[src/rtl/u_dly_pkg.sv]
// u_dly_pkg: shared encodings and thermometer decode for delay-chain controllers
package u_dly_pkg;
    localparam int MAX_CELLS = 64;
    typedef enum logic [2:0] {S_IDLE, S_SETTLE, S_SAMPLE, S_UPDATE, S_LOCK} state_t;
    typedef enum logic [1:0] {D_HOLD, D_UP, D_DN} dir_t;
    function automatic logic [MAX_CELLS-1:0] therm(input logic [6:0] code);
        for (int k = 0; k < MAX_CELLS; k++) therm[k] = (k < int'(code));
    endfunction
endpackage

[src/rtl/u_dly_vote_filt.sv]
// u_dly_vote_filt: counts early/late phase-detector votes over one window and
// reports the filtered step direction from the accumulated counts.
module u_dly_vote_filt
    import u_dly_pkg::*;
#(
    parameter int FILT_LEN = 16,
    parameter int FILT_TH  = 12,
    localparam int VW = $clog2(FILT_LEN + 1)
) (
    input  logic          clk,
    input  logic          rst,
    input  logic          clear,
    input  logic          enable,
    input  logic          early,
    input  logic          late,
    output logic [VW-1:0] early_cnt,
    output logic [VW-1:0] late_cnt,
    output dir_t          dir
);
    always_ff @(posedge clk) begin
        if (rst || clear) begin
            early_cnt <= '0;
            late_cnt  <= '0;
        end else if (enable) begin
            early_cnt <= early_cnt + VW'(early & ~late);
            late_cnt  <= late_cnt + VW'(late & ~early);
        end
    end
    assign dir = early_cnt >= VW'(FILT_TH) ? D_UP : late_cnt >= VW'(FILT_TH) ? D_DN : D_HOLD;
endmodule

[src/rtl/u_dly_cal_ctrl.sv]
// u_dly_cal_ctrl: closed-loop delay-chain calibration (settle, vote, step, lock).
// Define DLY_CAL_TRACK_EN to keep tracking after lock instead of freezing.
module u_dly_cal_ctrl
    import u_dly_pkg::*;
#(
    parameter int N_CELL     = 16,
    parameter int SETTLE_CYC = 8,
    parameter int FILT_LEN   = 16,
    parameter int FILT_TH    = 12,
    parameter int LOCK_FLIPS = 4,
    localparam int CW = $clog2(N_CELL + 1)
) (
    input  logic              i_clk,
    input  logic              i_rst,
    input  logic              i_cal_start,
    input  logic              i_early,
    input  logic              i_late,
    output logic [N_CELL-1:0] o_sel,
    output logic [CW-1:0]     o_code,
    output logic              o_busy,
    output logic              o_locked,
    output logic              o_sat_err
);
    localparam int TW = $clog2((SETTLE_CYC > FILT_LEN ? SETTLE_CYC : FILT_LEN) + 1);
    localparam int FW = $clog2(LOCK_FLIPS + 1);
    localparam int VW = $clog2(FILT_LEN + 1);
    localparam logic [CW-1:0] MID = CW'(N_CELL / 2);
`ifdef DLY_CAL_TRACK_EN
    localparam state_t LOCK_TO = S_SETTLE;
`else
    localparam state_t LOCK_TO = S_LOCK;
`endif

    state_t          state, state_nxt;
    dir_t            dir, last_dir, last_nxt;
    logic [TW-1:0]   tmr, tmr_nxt;
    logic [CW-1:0]   code_nxt;
    logic [FW-1:0]   flips, flips_nxt;
    logic            locked_nxt, sat_nxt, start, lim, rev;
    logic [VW-1:0]   early_cnt, late_cnt;

    u_dly_vote_filt #(.FILT_LEN(FILT_LEN), .FILT_TH(FILT_TH)) u_filt (
        .clk       (i_clk),
        .rst       (i_rst),
        .clear     (state == S_SETTLE),
        .enable    (state == S_SAMPLE),
        .early     (i_early),
        .late      (i_late),
        .early_cnt (early_cnt),
        .late_cnt  (late_cnt),
        .dir       (dir)
    );

    assign o_busy = (state == S_SETTLE || state == S_SAMPLE || state == S_UPDATE) && !o_locked;
    assign o_sel  = N_CELL'(therm(7'(o_code)));
    assign start  = i_cal_start && !o_busy;
    assign lim    = (dir == D_UP && o_code == CW'(N_CELL)) || (dir == D_DN && o_code == '0);
    // Reversal counting only matters while acquiring; a tracking loop ignores it.
    assign rev    = !o_locked && last_dir != D_HOLD && dir != last_dir;

    always_comb begin
        state_nxt  = state;
        tmr_nxt    = tmr;
        code_nxt   = o_code;
        flips_nxt  = flips;
        last_nxt   = last_dir;
        locked_nxt = o_locked;
        sat_nxt    = o_sat_err;
        if (start) begin
            state_nxt  = S_SETTLE;
            tmr_nxt    = '0;
            code_nxt   = MID;
            flips_nxt  = '0;
            last_nxt   = D_HOLD;
            locked_nxt = 1'b0;
            sat_nxt    = 1'b0;
        end else begin
            case (state)
                S_SETTLE: begin
                    tmr_nxt = tmr + 1'b1;
                    if (tmr == TW'(SETTLE_CYC - 1)) begin
                        state_nxt = S_SAMPLE;
                        tmr_nxt   = '0;
                    end
                end
                S_SAMPLE: begin
                    tmr_nxt = tmr + 1'b1;
                    if (tmr == TW'(FILT_LEN - 1)) begin
                        state_nxt = S_UPDATE;
                        tmr_nxt   = '0;
                    end
                end
                S_UPDATE: begin
                    state_nxt = S_SETTLE;
                    if (dir == D_HOLD) begin
                        locked_nxt = 1'b1;
                        state_nxt  = LOCK_TO;
                    end else if (lim) begin
                        sat_nxt    = 1'b1;
                        locked_nxt = 1'b0;
                        state_nxt  = S_IDLE;
                    end else begin
                        code_nxt = dir == D_UP ? o_code + 1'b1 : o_code - 1'b1;
                        last_nxt = dir;
                        if (rev) flips_nxt = flips + 1'b1;
                        if (rev && flips == FW'(LOCK_FLIPS - 1)) begin
                            locked_nxt = 1'b1;
                            state_nxt  = LOCK_TO;
                        end
                    end
                end
                default: ;
            endcase
        end
    end

    always_ff @(posedge i_clk) begin
        if (i_rst) begin
            state     <= S_IDLE;
            tmr       <= '0;
            o_code    <= MID;
            flips     <= '0;
            last_dir  <= D_HOLD;
            o_locked  <= 1'b0;
            o_sat_err <= 1'b0;
        end else begin
            state     <= state_nxt;
            tmr       <= tmr_nxt;
            o_code    <= code_nxt;
            flips     <= flips_nxt;
            last_dir  <= last_nxt;
            o_locked  <= locked_nxt;
            o_sat_err <= sat_nxt;
        end
    end
endmodule

[config.mk]
export PLATFORM = sky130hd
export DESIGN_NAME = u_dly_cal_ctrl
export DESIGN_NICKNAME = d
export VERILOG_FILES = /design/src/rtl/u_dly_pkg.sv /design/src/rtl/u_dly_vote_filt.sv /design/src/rtl/u_dly_cal_ctrl.sv
export SDC_FILE = /design/constraint.sdc
export NUM_CORES = 1
export LEC_CHECK = 0
export ABC_AREA = 0
export CORE_ASPECT_RATIO = 1.25
export CORE_MARGIN = 8
export CORE_UTILIZATION = 59
export DETAILED_ROUTE_END_ITERATION = 12
export GPL_TIMING_DRIVEN = 0
export PLACE_DENSITY_LB_ADDON = 0.3
export REMOVE_ABC_BUFFERS = 1
export SLEW_MARGIN = 20
export SYNTH_ARGS = -nofsm -noshare
export SYNTH_HDL_FRONTEND = slang
export SYNTH_HIERARCHICAL = 1
export SYNTH_SLANG_ARGS = --single-unit
export TNS_END_PERCENT = 20
[constraint.sdc]
create_clock -name i_clk -period 4.35 [get_ports i_clk]
set_input_delay 1.0875 -clock i_clk [delete_from_list [all_inputs] [get_ports i_clk]]
set_output_delay 1.0875 -clock i_clk [all_outputs]
set_load 0.02 [all_outputs]
==> results_dict.tcl <==
set metrics [dict create \
    grt_antenna_before_repair 0 \
    cp_common_cell "nor2_1" \
    clkTransAtPathRegs_ns 0.07 \
    clk_latency_ns 0.29 \
    first_global_vias 1606 \
    dieArea_mm2 0.00564 \
    root_buffer "clkbuf_8" \
    finalSetupViolCount 0 \
    start_util_pct 60.0 \
    cts.sinks 30 \
    via_count 1706 \
    nets 273 \
    holdCritPathClass "register to register" \
    ys_types 56 \
    crit_slowest_cell "clkdlybuf4s50_1" \
    fin_crit_ns 3.10 \
    clock_skew_ns 0.00479 \
    grt_remaining_overflow 0 \
    grt_pass1_wl_mm 7.01 \
    outcome "finished, final reports clean" \
    syn-cell-area_mm2 0.00205 \
    fin_ws_ns 1.25 \
    dp_hpwl_mm 3.04 \
    finalMaxSlewViolations 0 \
    drt-initial-drc-count 69 \
    h-tree-depth 2 \
    wl_per_cell_um 14.0 \
    yosysSeqAreaShare_pct 29.3 \
    ir_drop_mv 0.233 \
    crit_chain "nor2_1 > inv_1 > nor2_1 > a21boi_0 > clkdlybuf4s50_1" \
    grt_max_degree 17 \
    drc 0 \
    syn_inst 235 \
    vias_per_cell 5.78 \
    cts_hold_buf 0 \
    tns_ns 0 \
    synth_seq_cells 30 \
    die_width_um 68.8 \
    synth_edf_count 0 \
    cp_max_fo 15 \
    cts_buffer_depth 2 \
    synth.area.top_cells "dfxtp_1 29%, ha_1 7.9%, mux2i_1 5.9%, nor2_1 3.3%, nor3b_1 3.3%" \
    drive_gt1_share_pct 10.9 \
    num_rows 24 \
    synth_top_flop_cell "dfxtp_1" \
    portBuffers 28 \
    endpoint_kind "output pin" \
    synthArstFlopShare_pct 0 \
    drt-total-wl_mm 4.12 \
    slew_headroom_pct 47.8 \
    gp_congestion 0.782 \
    synth_area_leader_cell "dfxtp_1" \
    area_growth_pct 16.7 \
    synth_area_per_cell_um2 8.74 \
    start_kind "register" \
    antenna_cells 0 \
    gr-usage-all-layers_pct 15.8 \
    io-pin-count 29 \
    pwr_density_cell_mw_per_mm2 248 \
    dpl-instance-area_mm2 0.00228 \
    final_area_mm2 0.00240 \
    chipHeight_um 82.0 \
    p_leak_nw 0.928 \
    synth_warnings 6 \
    hold_viol 0 \
    post_cts_buffers 0 \
    fmax_mhz 322 \
    ant_nets 0 \
    pre_cts_slack_ns 1.35 \
    rsz0062_at_grt "false" \
    fin_crit_sh_pct 71.3 \
    tightestPinTransition_ns 0.772 \
    coreArea_mm2 0.00342 \
    cts_tree "yes" \
    cts_resized 0 \
    drt_first_pass_iters 4 \
    fillers 308 \
    required_ns 3.26 \
    cts_buffers 5 \
    arrival_ns 2.02 \
    netlist.area_leader.share_pct 29.3 \
    drv_cap 0 \
    critical_path_class "register to output pin" \
    slowest_delay_ns 0.63 \
]
==> cell usage in the layout (no fill, tap or decap), types with 2 or more instances in the layout <==
master,count
dfxtp_1,30
clkdlybuf4s50_1,28
nor2_1,17
ha_1,13
inv_1,12
nor3_1,12
a21oi_1,12
mux2i_1,12
nand2_1,10
nand2b_1,9
nor3b_1,9
o21ai_0,8
nand3_1,6
nor2_2,5
a211oi_1,5
xnor2_1,5
clkbuf_8,5
a21o_1,3
nor2b_1,3
nand3b_1,3
o21bai_1,2
mux2_2,2
o22ai_1,2
o31ai_1,2
o21ba_2,2
or3_1,2
clkinvlp_4,2
nand4_4,2
mux2_4,2
a21bo_2,2
a21oi_2,2
nand4_1,2
mux2_1,2
==> registers in the layout, indices dropped and copies added, names as in the netlist <==
signal and flops:
last_dir 2, u_filt/late_cnt 5, flips 3, o_locked 1, u_filt/early_cnt 5, tmr 5
state 3, o_sat_err 1, o_code 5
==> worst max-delay path, delay by kind of cell (launching register included) <==
kind,cells,cell delay (ns)
AOI/OAI and AO/OA,1,0.19
buffers and inverters,2,0.73
DFF,1,0.57
and+or+nand+nor,2,0.23
==> power breakdown <==
group          internal (mW)  switching [mW]  leakage (nW)
sequential             0.276         0.00356         0.242
combinational         0.0119          0.0182         0.636
clock                  0.170           0.115        0.0504
total                  0.458           0.137         0.928
==> final timing paths <==
path / start / to / slack, ns / cells past startpoint
worst min register to register: flips[1] / flips[1] / 0.48 / 2
worst min-delay path: flips[1] / flips[1] / 0.48 / 2
worst max-delay path: o_code[4] / o_sel[1] / 1.25 / 5
worst max register to register: u_filt/early_cnt[2] / flips[2] / 1.67 / 6
==> cell type report <==
cell class                      instances  area [um2]  area share, %
Clock inverter                          3        45.0           1.88
Sequential cell                        30         601           25.1
Tap cell                               39        48.8           2.04
Inverter                               12        45.0           1.88
Multi-Input combinational cell        178        1310           54.6
Timing Repair Buffer                   28         280           11.7
Clock buffer                            5        68.8           2.87
==> logic make-up after synthesis <==
family                     share of synthesized area [%]
DFF                                                 29.3
buffers and inverters                               7.19
AOI/OAI and AO/OA                                   17.3
xor gates and xnor gates                            2.13
and+or+nand+nor                                     26.7
adders and majority gates                           7.92
muxes                                               9.51
==> Yosys cell counts, types with 3 or more instances <==
master and count:
inv_1 12, nor2b_1 3, buf_2 4, nand2b_1 9, nor2_2 4, nor3_1 12
dfxtp_1 30, o21ai_0 8, buf_6 5, nand3b_1 3, a21o_1 3, nand2_1 10
a211oi_1 5, clkbuf_1 5, mux2i_1 12, nand3_1 6, nor2_1 18, ha_1 13
xnor2_1 5, a21oi_1 12, nor3b_1 9
==> routing by layer <==
layer  GRT usage (%)  vias up  routed length [um]
li1                -      875                   -
met1            16.0      765                1670
met2            28.5       56                2020
met3            4.91       10                 329
met4            6.84        0                  92
met5               0        -                   0
==> stage by stage <==
stage	power, mW	utilization, %	std cells	hold WS [ns]
2_1_floorplan	0.303	-	220	0.450
6_report	0.595	70.0	295	0.481
3_3_place_gp	0.315	66.6	287	0.464
3_5_place_dp	0.316	66.6	287	0.471
5_1_grt	0.613	70.0	295	0.504
4_1_cts	0.600	69.9	295	0.482
Note: power is estimated with default switching activity, not from simulation.
